--- src/rtl/insn_aligner.sv ---
// insn_aligner: reassembles 16-bit instruction-buffer halfwords into whole RV32 instructions for decode.
// Define RAFI_RVC_EN to accept compressed instructions; otherwise they are emitted flagged as faults.
package insn_aligner_pkg;
    localparam int ADDR_W = 32;
    typedef logic [ADDR_W-1:0] addr_t;
    typedef struct packed {
        addr_t       pc;
        logic        fault;
        logic [15:0] insn;
    } insn_buffer_entry_t;
endpackage

module insn_aligner
    import insn_aligner_pkg::*;
#(
    parameter int ADDR_WIDTH          = 32,
    parameter bit CHECK_PC_CONTIGUITY = 1'b1
) (
    input  logic                  clk,
    input  logic                  rst,
    input  logic                  flush,
    input  logic                  buf_valid,
    input  insn_buffer_entry_t    buf_entry,
    output logic                  buf_pop,
    output logic                  out_valid,
    input  logic                  out_ready,
    output logic [31:0]           out_insn,
    output logic [ADDR_WIDTH-1:0] out_pc,
    output logic                  out_fault,
    output logic                  out_compressed
);
    // state | meaning
    // IDLE  | nothing held; the head entry starts a new instruction
    // HALF  | lower half of a 32-bit instruction held, waiting for its upper half
    typedef enum logic {IDLE, HALF} state_t;

    state_t      state;
    addr_t       hold_pc;
    logic [15:0] hold_insn;

    logic slot_free;
    logic rvc_half;
    logic full_lower;
    logic pc_break;
    logic single_fault;
    logic single_comp;

    assign slot_free  = !out_valid || out_ready;
    assign rvc_half   = buf_entry.insn[1:0] != 2'b11;
    assign full_lower = !buf_entry.fault && !rvc_half;
    assign pc_break   = CHECK_PC_CONTIGUITY && (buf_entry.pc != hold_pc + addr_t'(2));

`ifdef RAFI_RVC_EN
    assign single_fault = buf_entry.fault;
    assign single_comp  = rvc_half && !buf_entry.fault;
`else
    // Without RVC support a 16-bit encoding is illegal; decode traps on the fault flag.
    assign single_fault = buf_entry.fault || rvc_half;
    assign single_comp  = 1'b0;
`endif

    always_comb begin
        buf_pop = 1'b0;
        if (!rst && !flush && buf_valid) begin
            if (state == IDLE) begin
                buf_pop = full_lower || slot_free;
            end else begin
                buf_pop = !pc_break && slot_free;
            end
        end
    end

    always_ff @(posedge clk) begin
        if (rst || flush) begin
            state          <= IDLE;
            hold_pc        <= '0;
            hold_insn      <= '0;
            out_valid      <= 1'b0;
            out_insn       <= '0;
            out_pc         <= '0;
            out_fault      <= 1'b0;
            out_compressed <= 1'b0;
        end else begin
            if (out_valid && out_ready) begin
                out_valid <= 1'b0;
            end
            if (buf_valid) begin
                case (state)
                    IDLE: begin
                        if (full_lower) begin
                            hold_pc   <= buf_entry.pc;
                            hold_insn <= buf_entry.insn;
                            state     <= HALF;
                        end else if (slot_free) begin
                            out_valid      <= 1'b1;
                            out_insn       <= {16'h0000, buf_entry.insn};
                            out_pc         <= buf_entry.pc;
                            out_fault      <= single_fault;
                            out_compressed <= single_comp;
                        end
                    end
                    HALF: begin
                        // A pc gap means the held half is stale; the head entry is retried from IDLE.
                        if (pc_break) begin
                            hold_pc   <= '0;
                            hold_insn <= '0;
                            state     <= IDLE;
                        end else if (slot_free) begin
                            out_valid      <= 1'b1;
                            out_insn       <= {buf_entry.insn, hold_insn};
                            out_pc         <= hold_pc;
                            out_fault      <= buf_entry.fault;
                            out_compressed <= 1'b0;
                            state          <= IDLE;
                        end
                    end
                    default: state <= IDLE;
                endcase
            end
        end
    end
endmodule

--- config.mk ---
export PLATFORM = sky130hd
export DESIGN_NAME = insn_aligner
export DESIGN_NICKNAME = d
export VERILOG_FILES = /design/src/rtl/insn_aligner.sv
export SDC_FILE = /design/constraint.sdc
export NUM_CORES = 1
export LEC_CHECK = 0
export CORE_UTILIZATION = 29
export CTS_CLUSTER_DIAMETER = 150
export CTS_CLUSTER_SIZE = 30
export DETAILED_ROUTE_END_ITERATION = 16
export GPL_ROUTABILITY_DRIVEN = 0
export MAX_ROUTING_LAYER = met4
export PLACE_DENSITY_LB_ADDON = 0.1
export SETUP_SLACK_MARGIN = 0.05
export SYNTH_ARGS = -nofsm -noshare
export SYNTH_HDL_FRONTEND = slang
export SYNTH_SLANG_ARGS = --single-unit
--- constraint.sdc ---
create_clock -name clk -period 3.5 [get_ports clk]
set_input_delay 0.7 -clock clk [delete_from_list [all_inputs] [get_ports clk]]
set_output_delay 0.7 -clock clk [all_outputs]
set_load 0.03 [all_outputs]
==> flow_summary.toml <==
[status]
outcome = "finished with violations"
violations = "setup timing"

[logic_synthesis]
synth_area_leaders = "dfxtp_1 39%, mux2i_1 8.1%, a32o_1 7.9%"
ys_seq_area_share_pct = 38.7
syn_nets = 701
post_synth_num_cell_types = 66
syn_avg_cell_area_um2 = 9.21
synth_edf_count = 0
synth_warnings = 0
syn_area_mm2 = 0.00595
synth_cells = 646
synth_largest_area_cell = "dfxtp_1"
synth-seq-cells = 115
synthArstFlopShare_pct = 0
synth_top_cell_area_share_pct = 38.7
synth-main-ff-cell = "dfxtp_1"

[global_routing]
grt_usage_pct = 20.1
gr-total-overflow = 0
grt_max_degree = 78
antenna_found_initial = 0
grt_pass1_wl_um = 32500
first_global_vias = 5963

[job]
maxCapViolCount = 0

[clocking]
h-tree-depth = 4
clock_sinks = 115
cts_buffers = 17
root_buffer = "clkbuf_16"
cts_tree = "done"
cts.clk_slew.worst_paths_ns = 0.06
clock_path_buffers = 2
clk_latency_ns = 0.43

[pwr]
leakage_nw = 3.09
powerDensity_mw_per_mm2 = 416
vdd_drop_max_uv = 342

[detailed_routing]
drt_wl_total_um = 19900
wirelength_met1_um = 9400
routedWlPerCell_um = 18.1
dr_wl_met3_um = 748
viasPerCell = 5.38
first_iter_violations = 325
vias = 5936
wl_met2_um = 9430
drt_pass1_iterations = 5
routed.top_layer = "met4"
drc_errors = 0
ant_nets = 0

[die]
start_util_pct = 29.5
rows = 52
die_w_um = 145
ioPinCount = 122
die_height_um = 145
core_area_mm2 = 0.0202
fp.dieArea_mm2 = 0.0211

[timing]
min_period_ns = 3.83
finalSetupViolations = 1
worst_pin_slew_ns = 1.13
relSlewSlack_pct = 24.8
hold_violations = 0
rsz0062_at_grt = "true"
setup_ws_ns = -0.327
holdWs_ns = 0.479
clock_skew_ns = 0.0143
max_freq_mhz = 261
final.period_utilization_pct = 109
slew_viol_final = 0

[critical_path]
worstSetupEndpointType = "primary output"
cp.arrival_ns = 3.13
cp_max_fo = 4
startpoint_type = "input port"
required_ns = 2.80
crit_type = "input port to primary output"

[finish]
diodes = 0
syn_to_final_growth_pct = 49.6
layout_common_cells = "112 x clkdlybuf4s50_1, 106 x dfxtp_1, 93 x buf_4"
nNetsFinal = 877
drive_gt1_share_pct = 21.9
layout_commonest_cell = "clkdlybuf4s50_1"
utilization_pct = 44.1

[min_path]
holdCritPathClass = "register to register"

[place]
place_ws_ns = -0.645
place_hpwl_um = 14000
port_buffers = 120
[where the power goes]
part | leakage (nW) | switching (mW) | internal [mW] | total [mW]
registers | 0.938 | 0.0203 | 1.34 | 1.36
clock network | 0.296 | 0.635 | 1.22 | 1.86
logic | 1.86 | 0.264 | 0.218 | 0.482
total | 3.09 | 0.920 | 2.78 | 3.70
[final cells by class]
class / count / area (um2)
inverter: 2 / 7.51
tap: 270 / 338
clock buffer: 22 / 464
clock inverter: 9 / 154
timing repair buffer: 221 / 2030
multi-input combinational: 465 / 3580
fill: 1979 / 11300
sequential: 115 / 2320
[through the flow]
stage	setup TNS, ns	power, mW	area, um2	instances
after floorplan	0	1.63	6030	646
after global placement	-36.81	1.86	8080	1068
after detailed placement	-37.92	1.87	8080	1068
after CTS	-0.353	3.73	8830	1103
after global routing	-2.08	3.84	8900	1104
final	-0.327	3.70	8900	1104
[synth_stat cells, types with 14 or more instances]
| cell | number |
|---|---|
| nand4_1 | 26 |
| clkbuf_1 | 37 |
| nor3_1 | 16 |
| xnor2_1 | 22 |
| mux2i_1 | 48 |
| a31oi_1 | 14 |
| buf_2 | 20 |
| a32o_1 | 47 |
| a211oi_1 | 51 |
| nand3b_1 | 14 |
| a21oi_1 | 57 |
| dfxtp_1 | 115 |
| nand2_1 | 39 |
[worst max-delay path: stages]
cell             delay [ns]
clkdlybuf4s50_1        0.57
nor2b_1                0.19
o21ai_0                0.11
o311ai_1               0.09
buf_4                  0.17
nand4_1                0.12
nor4_2                 0.28
nand4_1                0.22
o31ai_4                0.30
o2111a_2               0.23
buf_6                  0.13
[final timing paths]
check | start | slack (ns) | endpoint | cells past startpoint
setup / recovery | buf_entry[20] | -0.33 | buf_pop | 11
hold / removal | out_fault | 0.48 | out_fault | 1
setup reg to reg | hold_pc[13] | 0.08 | out_pc[26] | 11
hold reg to reg | out_fault | 0.48 | out_fault | 1
[kinds of logic (layout without fill, tap and decap cells)]
family | after synthesis | count (layout) | share of synthesized area (%)
AO/OA/AOI/OAI | 215 | 215 | 27.1
XOR/XNOR | 34 | 34 | 5.01
adder cells (fa/ha/maj) | 1 | 1 | 0.210
buffers and inverters | 66 | 254 | 4.92
flip-flops | 115 | 115 | 38.7
multiplexers | 49 | 49 | 8.27
other | 1 | 1 | 0.0631
AND/OR/NAND/NOR | 165 | 165 | 15.7
[timing repair]
action	in CTS	in global routing
resized for setup	29	17
hold buffers	0	0
pin swaps	14	9
buffers inserted	4	1
setup endpoints to repair	54	66
[flip-flops by register name (all words and copies together), names as in the netlist]
signal and cells:
hold_insn 16, out_insn 32, hold_pc 32, out_valid 1, out_fault 1, state 1
out_pc 32
[routing by layer]
layer / vias to the layer above / track usage, %
met4: 0 / 7.05
met5: - / -
li1: 2882 / -
met2: 139 / 32.0
met1: 2889 / 25.0
met3: 26 / 4.31
Note: power is estimated with default switching activity, not from simulation.
